[src/rtl/mod_counter_pkg.sv]
// Shared constants for mod_counter: end-behaviour encodings and BCD digit width.
// Build option MOD_COUNTER_BCD_EN adds a registered BCD image of the count.
package mod_counter_pkg;

    typedef enum logic {
        MODE_WRAP = 1'b0,
        MODE_SAT  = 1'b1
    } mode_e;

    localparam int unsigned BCD_DIGIT_W = 4;

endpackage

[src/rtl/bin2bcd.sv]
// Combinational shift-add-3 binary-to-BCD converter; only built with MOD_COUNTER_BCD_EN.
// Only the low DIGITS digits are kept, so larger inputs come out modulo 10**DIGITS.
`ifdef MOD_COUNTER_BCD_EN
module bin2bcd
    import mod_counter_pkg::*;
#(
    parameter int unsigned WIDTH  = 8,
    parameter int unsigned DIGITS = 3
) (
    input  logic [WIDTH-1:0]              bin_i,
    output logic [BCD_DIGIT_W*DIGITS-1:0] bcd_o
);

    localparam int unsigned AccW = BCD_DIGIT_W * DIGITS;

    logic [AccW-1:0] acc;

    // Carries only move upward, so dropping digits above DIGITS leaves the low digits exact.
    always_comb begin
        acc = '0;
        for (int i = int'(WIDTH) - 1; i >= 0; i--) begin
            for (int k = 0; k < int'(DIGITS); k++) begin
                if (acc[BCD_DIGIT_W*k +: BCD_DIGIT_W] >= 4'd5) begin
                    acc[BCD_DIGIT_W*k +: BCD_DIGIT_W] = acc[BCD_DIGIT_W*k +: BCD_DIGIT_W] + 4'd3;
                end
            end
            if (AccW > 1) begin
                acc = {acc[AccW-2:0], bin_i[i]};
            end else begin
                acc = bin_i[i];
            end
        end
        bcd_o = acc;
    end

endmodule
`endif

[src/rtl/mod_counter.sv]
// Up/down modulo counter with wrap/saturate end behaviour, parallel load and tc pulse.
// Define MOD_COUNTER_BCD_EN to add the registered bcd output (lags count by one clock).
module mod_counter
    import mod_counter_pkg::*;
#(
    parameter int unsigned WIDTH   = 8,
    parameter int unsigned MODULUS = 200,
    parameter int unsigned DIGITS  = 3
) (
    input  logic                               clk,
    input  logic                               reset,
    input  logic                               en,
    input  logic                               load,
    input  logic [WIDTH-1:0]                   d,
    input  logic                               up,
    input  logic                               mode,
    output logic [WIDTH-1:0]                   count,
    output logic                               tc,
`ifdef MOD_COUNTER_BCD_EN
    output logic [BCD_DIGIT_W*DIGITS-1:0]      bcd,
`endif
    output logic                               load_err
);

    if (WIDTH < 2 || WIDTH > 16) begin : g_bad_width
        $error("mod_counter: WIDTH must be in 2..16");
    end
    if (MODULUS < 2 || MODULUS > (32'd1 << WIDTH)) begin : g_bad_modulus
        $error("mod_counter: MODULUS must be in 2..2**WIDTH");
    end
    if (DIGITS < 1) begin : g_bad_digits
        $error("mod_counter: DIGITS must be at least 1");
    end

    localparam logic [WIDTH-1:0] MaxVal = WIDTH'(MODULUS - 1);
    // One extra bit so MODULUS == 2**WIDTH is representable.
    localparam logic [WIDTH:0]   ModExt = (WIDTH + 1)'(MODULUS);

    logic [WIDTH-1:0] count_q, count_d;
    logic             tc_q, tc_d;
    logic             load_err_q, load_err_d;
    logic             at_term;

    always_comb begin
        count_d    = count_q;
        tc_d       = 1'b0;
        load_err_d = 1'b0;
        at_term    = up ? (count_q == MaxVal) : (count_q == '0);

        if (load) begin
            if ({1'b0, d} >= ModExt) begin
                count_d    = MaxVal;
                load_err_d = 1'b1;
            end else begin
                count_d = d;
            end
        end else if (en) begin
            tc_d = at_term;
            if (at_term) begin
                if (mode == MODE_SAT) begin
                    count_d = count_q;
                end else begin
                    count_d = up ? '0 : MaxVal;
                end
            end else begin
                count_d = up ? count_q + WIDTH'(1) : count_q - WIDTH'(1);
            end
        end
    end

    always_ff @(posedge clk or posedge reset) begin
        if (reset) begin
            count_q    <= '0;
            tc_q       <= 1'b0;
            load_err_q <= 1'b0;
        end else begin
            count_q    <= count_d;
            tc_q       <= tc_d;
            load_err_q <= load_err_d;
        end
    end

    assign count    = count_q;
    assign tc       = tc_q;
    assign load_err = load_err_q;

`ifdef MOD_COUNTER_BCD_EN
    logic [BCD_DIGIT_W*DIGITS-1:0] bcd_d, bcd_q;

    bin2bcd #(
        .WIDTH  (WIDTH),
        .DIGITS (DIGITS)
    ) u_bin2bcd (
        .bin_i (count_q),
        .bcd_o (bcd_d)
    );

    always_ff @(posedge clk or posedge reset) begin
        if (reset) begin
            bcd_q <= '0;
        end else begin
            bcd_q <= bcd_d;
        end
    end

    assign bcd = bcd_q;
`endif

endmodule

[config.mk]
export PLATFORM = sky130hd
export DESIGN_NAME = mod_counter
export DESIGN_NICKNAME = d
export VERILOG_FILES = /design/src/rtl/mod_counter_pkg.sv /design/src/rtl/bin2bcd.sv /design/src/rtl/mod_counter.sv
export SDC_FILE = /design/constraint.sdc
export NUM_CORES = 1
export LEC_CHECK = 0
export BUFFER_PORTS_ARGS = -buffer_cell sky130_fd_sc_hd__buf_2
export CAP_MARGIN = 10
export CELL_PAD_IN_SITES_DETAIL_PLACEMENT = 1
export CELL_PAD_IN_SITES_GLOBAL_PLACEMENT = 2
export CORE_MARGIN = 5
export CORE_UTILIZATION = 31
export CTS_BUF_LIST = sky130_fd_sc_hd__clkbuf_4 sky130_fd_sc_hd__clkbuf_8 sky130_fd_sc_hd__clkbuf_16
export CTS_CLUSTER_SIZE = 28
export DETAILED_ROUTE_END_ITERATION = 8
export PLACE_DENSITY_LB_ADDON = 0.08
export SLEW_MARGIN = 20
export SYNTH_ARGS = -nofsm -noshare
export SYNTH_HDL_FRONTEND = slang
export SYNTH_HIERARCHICAL = 1
export SYNTH_SLANG_ARGS = --single-unit
[constraint.sdc]
create_clock -name clk -period 4 [get_ports clk]
set_input_delay 0.8 -clock clk [delete_from_list [all_inputs] [get_ports clk]]
set_output_delay 0.8 -clock clk [all_outputs]
set_load 0.005 [all_outputs]
## Word level (Yosys, flattened, before mapping)

Index checks and enable logic that the tools add are counted.

| storage, ports and cells | value |
|---|---|
| register bits | 10 |
| output and inout port bits | 10 |

| cells by class | value |
|---|---|
| $add $sub $neg | 2 |
| order comparisons | 1 |
| equal/unequal tests | 2 |
| multiplexer cells | 12 |
| reductions and logical operators | 3 |

Operators with widths:

| kind | count |
|---|---|
| 2-to-1 mux 8 bit | 7 |
| adder 8 x 1 -> 8 bit, second input constant | 1 |
| equality test 8 bit, second input constant | 1 |
| >= comparator 8 bit, second input constant | 1 |
| logical NOT 8 bit | 1 |
| subtractor 8 x 1 -> 8 bit, second input constant | 1 |
| 2-to-1 mux 1 bit | 5 |
| inequality test 3 bit, second input constant | 1 |
| AND reduction 2 bit | 1 |
| nonzero test 2 bit | 1 |

## Logic depth before layout (Yosys ltp)

| logic depth | value |
|---|---|
| depth in word-level cells | 5 |
| depth in mapped cells | 8 |
| mapped depth without buffers | 8 |

## Least setup slack after synthesis

No wires, ideal clock.

| timing | value |
|---|---|
| path kind | in2reg |
| start point | input up |
| end point | register count_q[7], in the netlist count[7] |
| data arrival time | 2.460 ns |
| data required time | 3.874 ns |
| slack | 1.414 ns |
| stages | 8 |
| path through | inv_1 > ha_1 > nand2_1 > o311ai_0 > o31ai_1 > xnor2_1 > nor4_1 > a311o_1 |

| between the ends | value |
|---|---|
| cells in the longest elaborated chain, start to end | 5 |

Ends and longest elaborated chain:

| item | RTL line | RTL |
|---|---|---|
| start: declaration | mod_counter.sv:15 | `input logic up,` |
| 2-to-1 mux 8 bit | mod_counter.sv:63 | `count_d = up ? '0 : MaxVal;` |
| 2-to-1 mux 8 bit | mod_counter.sv:60 | `if (mode == MODE_SAT) begin` |
| 2-to-1 mux 8 bit | mod_counter.sv:59 | `if (at_term) begin` |
| 2-to-1 mux 8 bit | mod_counter.sv:57 | `end else if (en) begin` |
| 2-to-1 mux 8 bit | mod_counter.sv:50 | `if (load) begin` |
| end signal: assignment | mod_counter.sv:77 | `count_q <= count_d;` |
| end: declaration | mod_counter.sv:39 | `logic [WIDTH-1:0] count_q, count_d;` |

Several ways; a longest one is shown, not always the timed one. The select of a mux whose other input is x is not followed.
A chain may end at the register's enable or synchronous reset.

## Worst setup path in the final report

Ends and elaborated chain as after synthesis.

==> flow_summary.ini <==
[run_status]
status = completed

[die]
coreArea_sq_mm = 0.002477
die_area_sq_mm = 0.003719
rows = 18
die_h_um = 60.99
ios = 24
start_util_pct = 32.53
die_x_um = 60.99

[routing]
drt-total-wl_um = 2356
drt-initial-drc-count = 12
vias = 810
first_pass_iters = 3
postRouteAntennaNets = 0
drc_errors = 0
wl_per_cell_um = 15.81
viasPerCell = 5.436

[clock_network]
holdBufCountCts = 0
cts_tree = done
cts_made_buffers = 3
postCtsSetupBuffers = 0
h-tree-depth = 1
cts.clk_slew.worst_paths_ns = 0.07
postCtsResizedCells = 0
insertion_delay_ns = 0.27
cts_root_buffer = clkbuf_4
clockBufferDepth = 2
cts_sinks = 10

[sta]
maxSlewHeadroom_pct = 57.81
worst_pin_slew_ns = 0.6249
fmax_mhz = 362.5
fin_skew_ns = 0.002997
maxSlewViolCount = 0
holdWs_ns = 0.5101
fin_crit_sh_pct = 68.97
finalSetupTns_ns = 0
finalCriticalPeriod_ns = 2.759
setup_ws_ns = 1.241
rsz0062_at_grt = no
setup_viol_count_final = 0
hold_viol = 0

[synth]
yosysWarningCount = 6
ys_seq_area_share_pct = 31.06
synth-simple-area-share_pct = 17.08
synth_compound_area_share_pct = 28.26
ys_seq_elements = 10
synth_area_sq_um = 805.8
synth_area_per_cell_sq_um = 8.572
ys_types = 36
synth-adder-area-share_pct = 11.80
synthMuxAreaShare_pct = 1.398
synth_top_family_by_area = compound AO/OA/AOI/OAI gates
synth_xor_area_share_pct = 5.435
synth_fp_nets = 115
synth_cells = 94

[power_and_ir_drop]
irDropWorstVdd_mv = 0.2488
p_leak_nw = 0.4593
total_power_mw = 0.4585
p_per_area_mw_per_mm2 = 465.6

[worst_setup_path]
required_ns = 4.15
timing.critical_path.buf_inv = 2
cp.arrival_ns = 2.91
crit_family = compound AO/OA/AOI/OAI gates
path_cells = buf_2, inv_1, ha_1, nand2_1, o311ai_0, o31ai_1, xnor2_1, nor4_1, a311o_1
max_stage_delay_ns = 0.59
cp_max_fo = 7
crit_path_start_kind = input port
cpMaxStageDelayCell = o311ai_0
end_kind = register
worstSetupPathType = input port to register

[finish]
final_cells = 149
final_common_cell = buf_2
final_util_pct = 39.75
nNetsFinal = 141
final_cell_mix = buf_2, dfrtp_1, o21ai_0, inv_1
design_area_sq_um = 984.7
nFillCells = 313
diodes = 0
syn_to_final_growth_pct = 22.20
drive_above_1_share_pct = 25.21

[min_path]
hp-class = input port to async pin

[grt]
grt_pass1_vias = 801
grt_max_degree = 16
grt_usage_pct = 14.06
grt-ovfl-total = 0
grt_pass1_wl_um = 3829
antenna_found_initial = 0

[placed_design]
io_buffers = 23
place_area_sq_um = 948.4
hpwl_um = 1932
place_congestion = 0.6822
preCtsSetupSlack_ns = 0.9267
dp_cells = 145

[job]
drv_cap = 0
==> path summary, 6_finish.rpt <==
| path | from | endpoint | slack, ns | cells past startpoint |
|---|---|---|---|---|
| min in group clk | count[5] | count[5] | 0.55 | 2 |
| max in group asynchronous | reset | count[1] | 3.19 | 2 |
| setup reg to reg | count[0] | count[7] | 1.44 | 6 |
| setup / recovery | up | count[7] | 1.24 | 9 |
| hold / removal | reset | load_err | 0.51 | 2 |
| hold reg to reg | count[5] | count[5] | 0.55 | 2 |
==> where the power goes <==
part	internal (mW)	switching (mW)	total (mW)
clock network	0.0553	0.0389	0.0943
registers	0.123	0.0291	0.152
logic	0.0982	0.114	0.212
==> final cells by class <==
cell class / count / area (sq um) / share of cell area (%)
Clock buffer: 4 / 36.28 / 3.685
Inverter: 8 / 30.03 / 3.050
Multi-Input combinational cell: 74 / 515.5 / 52.35
Sequential cell: 10 / 250.2 / 25.41
Tap cell: 30 / 37.54 / 3.812
Timing Repair Buffer: 23 / 115.1 / 11.69
==> flip-flops by register name, indices dropped and copies added, names as in the netlist <==
register / cells
count: 8
load_err: 1
tc: 1
==> cell usage after synthesis <==
| cell type | number | share of area (%) |
|---|---|---|
| dfrtp_1 | 10 | 31 |
| o21ai_0 | 9 | 5.6 |
| inv_1 | 8 | 3.7 |
| a21oi_1 | 7 | 4.3 |
| nand2_1 | 7 | 3.3 |
| ha_1 | 6 | 9.3 |
| nor2_1 | 6 | 2.8 |
| xnor2_1 | 4 | 4.3 |
| nor3_1 | 3 | 1.9 |
| o211ai_1 | 3 | 2.8 |
| a21o_1 | 2 | 1.9 |
| a22oi_1 | 2 | 1.9 |
| buf_2 | 2 | 1.2 |
| nand2b_1 | 2 | 1.6 |
| nor2b_1 | 2 | 1.6 |
| a2111oi_0 | 1 | 1.1 |
| a211oi_1 | 1 | 0.93 |
| a21oi_2 | 1 | 1.1 |
| a221o_1 | 1 | 1.2 |
| a221oi_1 | 1 | 1.1 |
| a2bb2oi_1 | 1 | 1.1 |
| a311o_1 | 1 | 1.2 |
| and2_1 | 1 | 0.78 |
| fa_1 | 1 | 2.5 |
| mux2_2 | 1 | 1.4 |
| nand3_1 | 1 | 0.62 |
| nand4_1 | 1 | 0.78 |
| nor3_2 | 1 | 1.2 |
| nor3b_1 | 1 | 0.93 |
| nor4_1 | 1 | 0.78 |
| o2111ai_1 | 1 | 1.1 |
| o21a_1 | 1 | 0.93 |
| o311ai_0 | 1 | 1.1 |
| o31ai_1 | 1 | 0.93 |
| or4_1 | 1 | 0.93 |
| xor2_1 | 1 | 1.1 |
==> metal layers <==
metal	up-vias	wire [um]	global-route usage, %
met2	19	1148	23.21
met4	0	0	1.858
met1	392	1090	18.33
met3	0	117	4.681
li1	399	-	-
met5	-	0	0
==> cells by family after synthesis <==
kind of cell               after synthesis
muxes                                    1
and+or+nand+nor                         27
DFF                                     10
adders and majority gates                7
AOI/OAI and AO/OA                       34
buffers and inverters                   10
xor gates and xnor gates                 5
Note: power is estimated with default switching activity, not from simulation.
